--- src/rtl/fxp_add_arbiter_if.sv ---
// Request/response bundle between the shared fixed-point adder and its clients.
// The master side is the client/consumer environment; the slave side is the arbiter.
interface fxp_add_arbiter_if #(
  parameter int NREQ = 4,
  parameter int WI   = 4,
  parameter int WF   = 4
);
  localparam int W   = WI + WF;
  localparam int IDW = $clog2(NREQ);

  logic [NREQ-1:0]   req_valid;
  logic [NREQ-1:0]   req_ready;
  logic [NREQ*W-1:0] req_a;
  logic [NREQ*W-1:0] req_b;
  logic              rsp_valid;
  logic              rsp_ready;
  logic [IDW-1:0]    rsp_id;
  logic [W-1:0]      rsp_sum;
  logic              rsp_ovf;
  logic [15:0]       ovf_cnt;

  modport master (
    output req_valid, req_a, req_b, rsp_ready,
    input  req_ready, rsp_valid, rsp_id, rsp_sum, rsp_ovf, ovf_cnt
  );

  modport slave (
    input  req_valid, req_a, req_b, rsp_ready,
    output req_ready, rsp_valid, rsp_id, rsp_sum, rsp_ovf, ovf_cnt
  );
endinterface

--- src/rtl/fxp_add_arbiter.sv ---
// Round-robin arbiter sharing one signed Q(WI.WF) adder among NREQ requesters,
// with a single-entry registered result stage and a saturating overflow counter.
module fxp_add_arbiter #(
  parameter int NREQ = 4,
  parameter int WI   = 4,
  parameter int WF   = 4,
  parameter int SAT  = 1
) (
  input logic              clk,
  input logic              rst,
  fxp_add_arbiter_if.slave bus
);
  localparam int W   = WI + WF;
  localparam int IDW = $clog2(NREQ);

  logic [IDW-1:0] ptr;
  logic           rsp_valid_q;
  logic [IDW-1:0] rsp_id_q;
  logic [W-1:0]   rsp_sum_q;
  logic           rsp_ovf_q;
  logic [15:0]    ovf_cnt_q;

  logic           found;
  logic [IDW-1:0] win_id;
  logic           can_accept;
  logic           xfer;
  logic [NREQ-1:0] ready_vec;
  logic [W-1:0]   a_op;
  logic [W-1:0]   b_op;
  logic [W:0]     s_ext;
  logic           ovf;
  logic [W-1:0]   sat_val;
  logic [W-1:0]   sum_res;

  // (base + off) mod NREQ without a divider; off is always < NREQ here
  function automatic logic [IDW-1:0] rr_idx(input logic [IDW-1:0] base, input int off);
    int t;
    t = int'(base) + off;
    if (t >= NREQ) t = t - NREQ;
    return t[IDW-1:0];
  endfunction

  // Winner search: walk from lowest to highest priority so the last hit (offset 0 side) wins
  always_comb begin
    found  = 1'b0;
    win_id = '0;
    for (int k = NREQ - 1; k >= 0; k--) begin
      if (bus.req_valid[rr_idx(ptr, k)]) begin
        found  = 1'b1;
        win_id = rr_idx(ptr, k);
      end
    end
  end

  assign can_accept = !rsp_valid_q || bus.rsp_ready;
  assign xfer       = found && can_accept && !rst;

  // One-hot grant to the winner, suppressed while the output stage is blocked or in reset
  always_comb begin
    ready_vec = '0;
    if (xfer) ready_vec[win_id] = 1'b1;
  end

  assign a_op    = bus.req_a[int'(win_id)*W +: W];
  assign b_op    = bus.req_b[int'(win_id)*W +: W];
  assign s_ext   = {a_op[W-1], a_op} + {b_op[W-1], b_op};
  assign ovf     = s_ext[W] ^ s_ext[W-1];
  assign sat_val = s_ext[W] ? {1'b1, {(W-1){1'b0}}} : {1'b0, {(W-1){1'b1}}};
  assign sum_res = (ovf && SAT != 0) ? sat_val : s_ext[W-1:0];

  // Result register, round-robin pointer and overflow counter
  always_ff @(posedge clk) begin
    if (rst) begin
      ptr         <= '0;
      rsp_valid_q <= 1'b0;
      rsp_id_q    <= '0;
      rsp_sum_q   <= '0;
      rsp_ovf_q   <= 1'b0;
      ovf_cnt_q   <= '0;
    end else begin
      if (rsp_valid_q && bus.rsp_ready && rsp_ovf_q && ovf_cnt_q != 16'hFFFF)
        ovf_cnt_q <= ovf_cnt_q + 16'd1;
      if (xfer) begin
        rsp_valid_q <= 1'b1;
        rsp_id_q    <= win_id;
        rsp_sum_q   <= sum_res;
        rsp_ovf_q   <= ovf;
        ptr         <= rr_idx(win_id, 1);
      end else if (bus.rsp_ready) begin
        rsp_valid_q <= 1'b0;
      end
    end
  end

  assign bus.req_ready = ready_vec;
  assign bus.rsp_valid = rsp_valid_q;
  assign bus.rsp_id    = rsp_id_q;
  assign bus.rsp_sum   = rsp_sum_q;
  assign bus.rsp_ovf   = rsp_ovf_q;
  assign bus.ovf_cnt   = ovf_cnt_q;
endmodule

--- src/flat_wrapper.sv ---
// flat-port wrapper written by rule: the top's interface ports become plain ports
module fxp_add_arbiter_flat 
#(
  parameter int NREQ = 4,
  parameter int WI   = 4,
  parameter int WF   = 4,
  parameter int SAT  = 1
)
  (clk, rst, bus_req_valid, bus_req_a, bus_req_b, bus_rsp_ready, bus_req_ready, bus_rsp_valid, bus_rsp_id, bus_rsp_sum, bus_rsp_ovf, bus_ovf_cnt);
  fxp_add_arbiter_if #(.NREQ(NREQ), .WI(WI), .WF(WF)) bus_i ();
  input logic clk;
  input logic rst;
  input wire logic [$bits(bus_i.req_valid)-1:0] bus_req_valid;
  input wire logic [$bits(bus_i.req_a)-1:0] bus_req_a;
  input wire logic [$bits(bus_i.req_b)-1:0] bus_req_b;
  input wire logic [$bits(bus_i.rsp_ready)-1:0] bus_rsp_ready;
  output wire logic [$bits(bus_i.req_ready)-1:0] bus_req_ready;
  output wire logic [$bits(bus_i.rsp_valid)-1:0] bus_rsp_valid;
  output wire logic [$bits(bus_i.rsp_id)-1:0] bus_rsp_id;
  output wire logic [$bits(bus_i.rsp_sum)-1:0] bus_rsp_sum;
  output wire logic [$bits(bus_i.rsp_ovf)-1:0] bus_rsp_ovf;
  output wire logic [$bits(bus_i.ovf_cnt)-1:0] bus_ovf_cnt;
  assign bus_i.req_valid = bus_req_valid;
  assign bus_i.req_a = bus_req_a;
  assign bus_i.req_b = bus_req_b;
  assign bus_i.rsp_ready = bus_rsp_ready;
  assign bus_req_ready = bus_i.req_ready;
  assign bus_rsp_valid = bus_i.rsp_valid;
  assign bus_rsp_id = bus_i.rsp_id;
  assign bus_rsp_sum = bus_i.rsp_sum;
  assign bus_rsp_ovf = bus_i.rsp_ovf;
  assign bus_ovf_cnt = bus_i.ovf_cnt;
  fxp_add_arbiter #(.NREQ(NREQ), .WI(WI), .WF(WF), .SAT(SAT)) u_core (.clk(clk), .rst(rst), .bus(bus_i));
endmodule
--- config.mk ---
export PLATFORM = sky130hd
export DESIGN_NAME = fxp_add_arbiter_flat
export DESIGN_NICKNAME = d
export VERILOG_FILES = /design/src/rtl/fxp_add_arbiter_if.sv /design/src/rtl/fxp_add_arbiter.sv /design/src/flat_wrapper.sv
export SDC_FILE = /design/constraint.sdc
export NUM_CORES = 1
export LEC_CHECK = 0
export CAP_MARGIN = 20
export CELL_PAD_IN_SITES_DETAIL_PLACEMENT = 0
export CELL_PAD_IN_SITES_GLOBAL_PLACEMENT = 1
export CORE_MARGIN = 3
export CORE_UTILIZATION = 40
export CTS_CLUSTER_SIZE = 24
export DETAILED_ROUTE_END_ITERATION = 10
export DONT_BUFFER_PORTS = 1
export PLACE_DENSITY_LB_ADDON = 0.1
export SYNTH_ARGS = -nofsm -noshare
export SYNTH_HDL_FRONTEND = slang
export SYNTH_SLANG_ARGS = --single-unit
--- constraint.sdc ---
create_clock -name clk -period 7.1 [get_ports clk]
set_clock_uncertainty 0.2 [all_clocks]
set_input_delay 1.42 -clock clk [delete_from_list [all_inputs] [get_ports clk]]
set_output_delay 1.42 -clock clk [all_outputs]
set_load 0.005 [all_outputs]
Word level (Yosys, flattened, before mapping):

Index checks and enable logic that the tools add are counted.

* bitwise gates (word level): 1
* equal/unequal tests: 1
* order comparisons: 11
* add/subtract/negate cells: 11
* mux-type cells: 28
* shifts and indexed selects: 2
* reduce and logical (&&, ||, !) cells: 10

Operators with widths (number)
* 32-bit by 6-bit indexed part select with 8-bit output: 2
* 2-bit two-way mux: 9
* 16-bit by 1-bit adder with 16-bit output (second input constant): 1
* 8-bit two-way mux: 2
* 16-bit inequality test (second input constant): 1
* 2-bit by 3-bit < comparator with 1-bit output (second input constant): 5
* 3-bit greater-or-equal comparator (second input constant): 4
* 1-bit two-way mux: 11
* 2-bit by 1-bit subtractor with 2-bit output (second input constant): 5
* 8-bit by 8-bit adder with 9-bit output: 1
* 1-bit binary-select mux with 2-bit select: 4
* 2-bit by 1-bit adder with 3-bit output (second input constant): 2
* 2-bit by 2-bit adder with 3-bit output (second input constant): 2
* 1-bit logical AND: 6
* 4-bit two-way mux: 1
* 2-bit by 3-bit greater-or-equal comparator with 1-bit output (second input constant): 1
* 1-bit demux with 2-bit select: 1
* 2-bit by 1-bit greater-or-equal comparator with 1-bit output (second input constant): 1
* 1-bit logical NOT: 2
* 2-bit nonzero test: 1
* 1-bit logical OR: 1
* 1-bit XOR: 1

* register bits: 30
* word-level logic and storage cells: 70
* output and inout bits: 32
* bits of input ports: 71

Logic depth before layout (Yosys ltp):

Gate-level depths: netlist (run 1).

* depth in word-level cells: 14
* mapped depth: 15
* depth with buffers taken out: 12

Least setup slack after synthesis (run 1):

Ideal clock, no wire load.

* kind: in2reg
* from: input bus_req_valid[0]
* to: register u_core.rsp_sum_q[6], in the netlist u_core.bus.rsp_sum[6]
* required time: 6775 ps
* stages on the path: 15
* library setup time: 125 ps
* arrival: 4283 ps
* buffers on the path: 3
* path slack: 2492 ps
* cells stage by stage: a21oi_1 o21a_1 o22ai_1 buf_2 buf_2 mux2i_1 mux2i_1 ha_1 fa_1 a21o_1 a221oi_2 o221ai_2 buf_2 a211oi_1 o21ai_0

* word-level cells in the longest chain between the ends: 10
* elaborated cells between the ends (all ways): 24
* classes of those cells: add/sub (1); shift (2); mux (18); bitwise (1); reduce/logical (2)

Ends and longest elaborated chain
* start: declaration: line flat_wrapper.sv:13 `input wire logic [$bits(bus_i.req_valid)-1:0] bus_req_valid;`
* 1-bit binary-select mux with 2-bit select: line fxp_add_arbiter.sv:48 `if (bus.req_valid[rr_idx(ptr, k)]) begin`
* 1-bit two-way mux (implied by the code): line fxp_add_arbiter.sv:48
* 2-bit two-way mux (4 in a row): line fxp_add_arbiter.sv:48
* 32-bit by 6-bit indexed part select with 8-bit output, on equally long branches: line fxp_add_arbiter.sv:64, fxp_add_arbiter.sv:65
* 8-bit by 8-bit adder with 9-bit output: line fxp_add_arbiter.sv:66 `assign s_ext = {a_op[W-1], a_op} + {b_op[W-1], b_op};`
* 8-bit two-way mux / 1-bit XOR (equally long branches): line fxp_add_arbiter.sv:68, fxp_add_arbiter.sv:67
* 8-bit two-way mux: line fxp_add_arbiter.sv:69 `assign sum_res = (ovf && SAT != 0) ? sat_val : s_ext[W-1:0];`
* end signal: assignment: line fxp_add_arbiter.sv:86 `rsp_sum_q <= sum_res;`
* end: declaration: line fxp_add_arbiter.sv:19 `logic [W-1:0] rsp_sum_q;`

Parallel ways exist; a longest one is shown, timed or not. The select of a mux whose other input is x is not followed.
A chain may end at the register's enable or synchronous reset.

Final worst setup path (run 1):

* from: input bus_req_valid[0]
* to: register u_core.rsp_ovf_q, in the netlist u_core.bus.rsp_ovf

* word-level cells in the longest chain between the ends: 9
* elaborated cells between the ends (all ways): 22
* classes of those cells: add/sub (1); shift (2); mux (16); bitwise (1); reduce/logical (2)

Ends and longest elaborated chain
* 1-bit binary-select mux with 2-bit select: line fxp_add_arbiter.sv:48
* 1-bit two-way mux (implied by the code): line fxp_add_arbiter.sv:48
* 2-bit two-way mux (4 in a row): line fxp_add_arbiter.sv:48
* 32-bit by 6-bit indexed part select with 8-bit output, on equally long branches: line fxp_add_arbiter.sv:64, fxp_add_arbiter.sv:65
* 8-bit by 8-bit adder with 9-bit output: line fxp_add_arbiter.sv:66
* 1-bit XOR: line fxp_add_arbiter.sv:67 `assign ovf = s_ext[W] ^ s_ext[W-1];`
* end signal: assignment: line fxp_add_arbiter.sv:87 `rsp_ovf_q <= ovf;`
* end: declaration: line fxp_add_arbiter.sv:20 `logic rsp_ovf_q;`

Parallel ways exist; a longest one is shown, timed or not. The select of a mux whose other input is x is not followed.

==> run_results.csv, run 1 <==
group,metric,value,unit
global_route,grt_antenna_before_repair,0,
route,drt_iter0_markers,41,
cts,cts_htree_levels,2,
min_path,min-delay-path-class,"reg -> reg",
floorplan,fp.dieH,84,um
run,cap_violations,0,
setup_path,cpMaxStageDelayCell,"sky130_fd_sc_hd__o22ai_4",
pwr,cellLeakagePower,0.001052,uW
route,first_pass_iters,5,
global_route,grt_use_total,14.52,%
global_route,pin_count_of_the_biggest_net_entering_global_routing,34,
timing,max_clk_rate,0.2046,GHz
logic_synthesis,synth-edff-count,0,
logic_synthesis,syn_nets,366,
setup_path,cpMostUsedCell,"sky130_fd_sc_hd__mux2i_1",
cts,cts.root.buffer_cell,"sky130_fd_sc_hd__clkbuf_8",
route,routedLengthMet1,2190,um
cts,path_clk_slew,60,ps
logic_synthesis,post-synth-top-area-cell,"sky130_fd_sc_hd__dfxtp_1",
timing,report.final.slew_viol_count,0,
cells_and_area,most_common_library_cell_in_the_layout_ignoring_fill_and_taps,"sky130_fd_sc_hd__mux2i_1",
timing,worst_pin_slew,1022,ps
cts,clock_insertion_delay_worst_skew,280,ps
setup_path,critPathLaunchType,"input pin",
logic_synthesis,ys_types,47,
route,drt-total-wl,5319,um
setup_path,critical_path_buf_inv_count,0,
setup_path,cp_max_fo,27,
logic_synthesis,synth.top_cells.by_area,"sky130_fd_sc_hd__dfxtp_1 25%, sky130_fd_sc_hd__mux2i_1 21%, sky130_fd_sc_hd__ha_1 6.7%",
cells_and_area,layout_common_cells,"50 x sky130_fd_sc_hd__mux2i_1, 30 x sky130_fd_sc_hd__dfxtp_1, 23 x sky130_fd_sc_hd__nor2_1",
logic_synthesis,netlist_area,0.002434,mm^2
floorplan,core_area,0.005709,mm^2
timing,worst_slack,2213,ps
setup_path,worst_setup_path_end_kind,"flip-flop",
setup_path,worstSetupPathType,"in -> reg",
cells_and_area,finalInstanceArea,0.002562,mm^2
cts,post_cts.resized_instances,0,
setup_path,rr_startpoint,"u_core.ptr[1]",
floorplan,placement_rows,27,
floorplan,die_x,84,um
route,met2_wirelength,2633,um
global_route,number_of_global_route_vias_before_repair,1908,
cells_and_area,final_net_count,359,
setup_path,cp-startpoint,"bus_req_valid[0]",
timing,final_hold_viol_count,0,
timing,setup_total_negative_slack,0,ps
logic_synthesis,yosys_warnings,0,
cts,cts_tree,"built",
floorplan,fp.dieArea,0.007056,mm^2
route,wl_met3,438,um
timing,slew_headroom,31.84,%
timing,finalSetupViolations,0,
run_status,outcome,"completed",
placement,dp.final_hpwl,4104,um
floorplan,num_io_pins,103,
timing,final_min_period_over_clock_period,68.84,%
cells_and_area,syn2layout_area_growth,5.296,%
cells_and_area,final_core_utilization,44.88,%
cells_and_area,layout-drive-gt1-share,7.273,%
cts,cts_max_path_buffers,2,
logic_synthesis,postSynth.topFlopCell,"sky130_fd_sc_hd__dfxtp_1",
setup_path,critical_path.cell_chain,"a21oi_1 > o21a_1 > o22ai_4 > mux2i_1 > mux2i_1 > ha_1 > fa_1 > a21o_1 > a221oi_2 > o221ai_2 > or4_1 > nand3_1",
logic_synthesis,synth_seq_cells,30,
route,ant_nets,0,
setup_path,top_delay_family_on_crit_path,"compound AO/OA/AOI/OAI gates",
logic_synthesis,synth_top_cell_area_share,24.68,%
timing,rsz0062_at_grt,"no",
floorplan,initial_utilization,42.63,%
min_path,hold_start,"u_core.ptr[0]",
placement,preCtsSetupSlack,1884,ps
logic_synthesis,synth_async_sr_flop_share,0,%
cells_and_area,antenna_diode_count,0,
setup_path,arrival,4910,ps
placement,place_congestion,0.7354,
pwr,max_vdd_drop,148.0,uV
route,drc,0,
route,uppermost_signal_routing_layer_after_detailed_routing,"met4",
placement,placed_cell_area,0.002471,mm^2
pwr,power_density,272.2,mW/mm^2
cts,cts_hold_repair.buffers,0,
cts,clock-sinks,30,
timing,layout_min_cycle_time,4887,ps
logic_synthesis,synthesis.instances,281,
cts,cts_buffer_count,5,
route,wl_per_cell,15.33,um
setup_path,worstPathRequired,7120,ps
global_route,first_pass_grt_wire_length,8742,um
placement,numPortBuffers,0,
setup_path,timing.critical_path.slowest_cell_delay,750,ps
logic_synthesis,synth-seq-area-share,24.68,%
cts,cts.repair_timing.setup_buffer_count,0,
cells_and_area,fillerInstances,625,
logic_synthesis,post_synth.cell_area_avg,8.660,um^2
global_route,globalRouteOverflowTotal,0,
route,vias,2005,
route,avgViaCountPerCell,5.778,
## metrics by stage
step	hold WS, ps	total power (uW)	std cells
5_1_grt	340.3	764.6	347
3_3_place_gp	305.4	563.0	339
6_report	316.1	697.4	347
4_1_cts	319.9	709.4	347
2_1_floorplan	279.5	518.7	281
3_5_place_dp	312.2	567.6	339
## cells by family (layout without fill, tap and decap cells)
family / Yosys count / count (layout) / synth area share [%]
simple gates: 87 / 87 / 19.54
mux: 51 / 51 / 21.18
fa+ha+maj: 14 / 14 / 7.507
xor+xnor: 17 / 17 / 6.118
buf+inv: 26 / 20 / 5.244
flops: 30 / 30 / 24.68
compound gates: 56 / 56 / 15.73
## synthesized netlist by cell type, drive strengths merged (2+ instances only)
master   instances
mux2i           50
a211oi          12
a2111oi          5
dfxtp           30
or4              2
ha              13
or2              2
nor2b            4
a21o             4
and2             4
o21ai           16
nor3             3
nand2           11
and3             3
buf             10
clkbuf           7
a21oi            8
nand4            5
nor4             4
xnor2           11
nor2            24
inv              9
nand3b          11
o22ai            3
nor3b            2
nand3            7
xor2             6
## sequential cells by signal, summed over array words and instances (netlist names)
register,flops
u_core.bus.ovf_cnt,16
u_core.bus.rsp_sum,8
u_core.bus.rsp_id,2
u_core.ptr,2
u_core.bus.rsp_ovf,1
u_core.bus.rsp_valid,1
## worst paths after layout
path / end / slack (ps) / cells past startpoint
max: u_core.bus.rsp_ovf / 2210 / 12
min: u_core.ptr[0] / 320 / 2
max reg2reg: u_core.bus.rsp_ovf / 2820 / 12
min reg2reg: u_core.ptr[0] / 320 / 2
## tightest hold or removal path, cell delays in order, from the launching register on
cell and delay (ps):
sky130_fd_sc_hd__dfxtp_1 320, sky130_fd_sc_hd__nor2_1 100, sky130_fd_sc_hd__a211oi_1 50
## where the power goes
group / switching [uW] / internal, uW / leakage (uW)
registers: 22.9 / 192 / 0.000245
logic: 189 / 154 / 0.000759
clock network: 60.5 / 78.0 / 0.0000482
## metal layers
layer / up-vias / track usage (%)
met5: - / 0
met4: 0 / 3.947
met3: 5 / 4.738
met2: 72 / 26.17
met1: 904 / 16.27
li1: 1024 / -
## final cells by class
class                   instances  area (um^2)  share of cell area [%]
flip-flops and latches         30        600.6                   23.44
inverters                       9        33.78                   1.318
repair buffers                  3        22.52                  0.8789
clock inverters                 1        5.005                  0.1953
well taps                      72        90.09                   3.516
clock buffers                   7        86.33                   3.369
multi-input cells             225         1724                   67.28
No activity file was read; power rests on OpenSTA's default activity.
==> inputs of run 2 (changes only) <==
Clock period 7.1 ns to 4.5 ns, I/O delays scaled along.
==> run 2 against run 1 <==
Net effect: core utilization is 0.55 points higher; critical path depth is 2 higher; sequential share of layout area is 0.28 points lower; die area stayed put; global-route usage hardly changed; non-clock buffer count is 2 higher; worst setup slack worse by 1600 ps; worst hold slack worse by 1.8 ps; flip-flop and latch count stayed put.
==> run_results.csv, run 2 (same netlist as run 1, synthesis figures left out) <==
group,metric,value,unit
timing,final_hold_viol_count,0,
cells_and_area,antenna_diode_count,0,
setup_path,worst_setup_path_end_kind,"flip-flop",
cts,cts.root.buffer_cell,"sky130_fd_sc_hd__clkbuf_8",
global_route,number_of_global_route_vias_before_repair,1878,
pwr,cellLeakagePower,0.001066,uW
placement,dp.final_hpwl,4102,um
route,drt-total-wl,5303,um
cts,cts_max_path_buffers,2,
setup_path,rr_startpoint,"u_core.ptr[1]",
setup_path,critPathLaunchType,"input pin",
route,drc,0,
min_path,min-delay-path-class,"reg -> reg",
min_path,hold_start,"u_core.ptr[0]",
timing,finalSetupViolations,0,
cells_and_area,number_of_flip_flops_under_the_largest_register_name,16,
setup_path,worstSetupPathType,"in -> reg",
floorplan,core_area,0.005709,mm^2
cts,cts_hold_repair.buffers,0,
timing,holdWs,314.3,ps
timing,slew_headroom,66.28,%
global_route,first_pass_grt_wire_length,8756,um
floorplan,initial_utilization,42.63,%
timing,final_min_period_over_clock_period,86.00,%
placement,preCtsSetupSlack,333.2,ps
placement,place_congestion,0.7453,
global_route,pin_count_of_the_biggest_net_entering_global_routing,37,
timing,layout_min_cycle_time,3870,ps
run_status,outcome,"completed",
cts,cts.repair_timing.setup_buffer_count,0,
route,drt_iter0_markers,58,
cts,cts_buffer_count,5,
cells_and_area,final_net_count,361,
timing,max_clk_rate,0.2584,GHz
cells_and_area,most_common_library_cell_in_the_layout_ignoring_fill_and_taps,"sky130_fd_sc_hd__mux2i_1",
cells_and_area,layout-drive-gt1-share,8.303,%
pwr,power_density,432.2,mW/mm^2
placement,numPortBuffers,0,
run,cap_violations,0,
route,vias,2029,
route,ant_nets,0,
setup_path,cpMostUsedCell,"sky130_fd_sc_hd__mux2i_1",
cells_and_area,layout_common_cells,"50 x sky130_fd_sc_hd__mux2i_1, 30 x sky130_fd_sc_hd__dfxtp_1, 23 x sky130_fd_sc_hd__nor2_1",
cts,cts_htree_levels,2,
global_route,gr-usage-met1,16.78,%
setup_path,cp-startpoint,"bus_req_valid[0]",
floorplan,fp.dieH,84,um
timing,report.final.slew_viol_count,0,
floorplan,placement_rows,27,
pwr,max_vdd_drop,176.7,uV
global_route,grt_antenna_before_repair,0,
cts,clock-sinks,30,
setup_path,cpMaxStageDelayCell,"sky130_fd_sc_hd__fa_1",
floorplan,die_x,84,um
floorplan,fp.dieArea,0.007056,mm^2
setup_path,critical_path.cell_chain,"a21oi_1 > o21a_1 > o22ai_4 > buf_12 > mux2i_1 > mux2i_1 > ha_1 > fa_1 > a21o_1 > a221oi_2 > o221ai_2 > buf_4 > a211oi_1 > o21ai_0",
setup_path,arrival,3840,ps
cells_and_area,syn2layout_area_growth,6.581,%
global_route,globalRoute.busiestLayer,"met2",
timing,setup_total_negative_slack,0,ps
timing,worst_pin_slew,493.0,ps
floorplan,num_io_pins,103,
global_route,grt_use_met3,4.541,%
setup_path,worstPathRequired,4470,ps
global_route,grt_use_total,14.57,%
global_route,grt.met2_usage,25.89,%
route,avgViaCountPerCell,5.814,
timing,worst_slack,630.0,ps
cts,cts_tree,"built",
cts,path_clk_slew,70,ps
route,first_pass_iters,4,
timing,rsz0062_at_grt,"no",
setup_path,cp_max_fo,36,
route,wl_per_cell,15.19,um
global_route,globalRouteOverflowTotal,0,
cts,clock_insertion_delay_worst_skew,280,ps
setup_path,timing.critical_path.slowest_cell_delay,410,ps
cts,post_cts.resized_instances,0,
[run 2: path summary, 6_finish.rpt]
kind,to,slack [ps],depth (start not counted)
worst max-delay path,u_core.bus.rsp_sum[2],630,14
worst min-delay path,u_core.ptr[0],310,2
worst max register to register,u_core.bus.rsp_sum[2],710,14
worst min register to register,u_core.ptr[0],310,2
[run 2: final cells by class]
cell class	instances	area (um^2)
clock inverters	2	12.51
clock buffers	6	82.58
fillers	605	3115
multi-input cells	225	1724
well taps	72	90.09
inverters	9	33.78
flip-flops and latches	30	600.6
repair buffers	5	50.05
[run 2: critical path: cells and delay by family]
family / cells / cell delay (ps)
AO/OA/AOI/OAI: 8 / 1470
adder cells (fa/ha/maj): 2 / 660
multiplexers: 2 / 310
buffers and inverters: 2 / 460
[run 2: power by group]
group / switching, uW / total (uW) / internal, uW
sequential: 37.0 / 341 / 304
clock: 99.3 / 222 / 123
combinational: 301 / 558 / 257
total: 438 / 1120 / 683
[run 2: metal layers]
metal  part of all wire [%]  wire length (um)
met3                    7.8               416
met5                      0                 0
met2                     50              2640
met1                     41              2197
met4                   0.91                48
[run 2: through the flow]
stage / instances / instance area [um^2] / power [uW] / util [%]
finish: 349 / 2594 / 1121 / 45.43
global route: 349 / 2594 / 1223 / 45.43
CTS: 349 / 2594 / 1137 / 45.43
detailed placement: 341 / 2499 / 911.1 / 43.77
global placement: 341 / 2499 / 904.2 / 43.77
floorplan: 281 / 2434 / 818.4 / -
==> inputs of run 3 (changes only) <==
Settings changed: HOLD_SLACK_MARGIN set to 0.08, SETUP_SLACK_MARGIN set to 0.1.
==> results of run 3 <==
No change in the layout: final DEF, timing and power equal those of run 2.
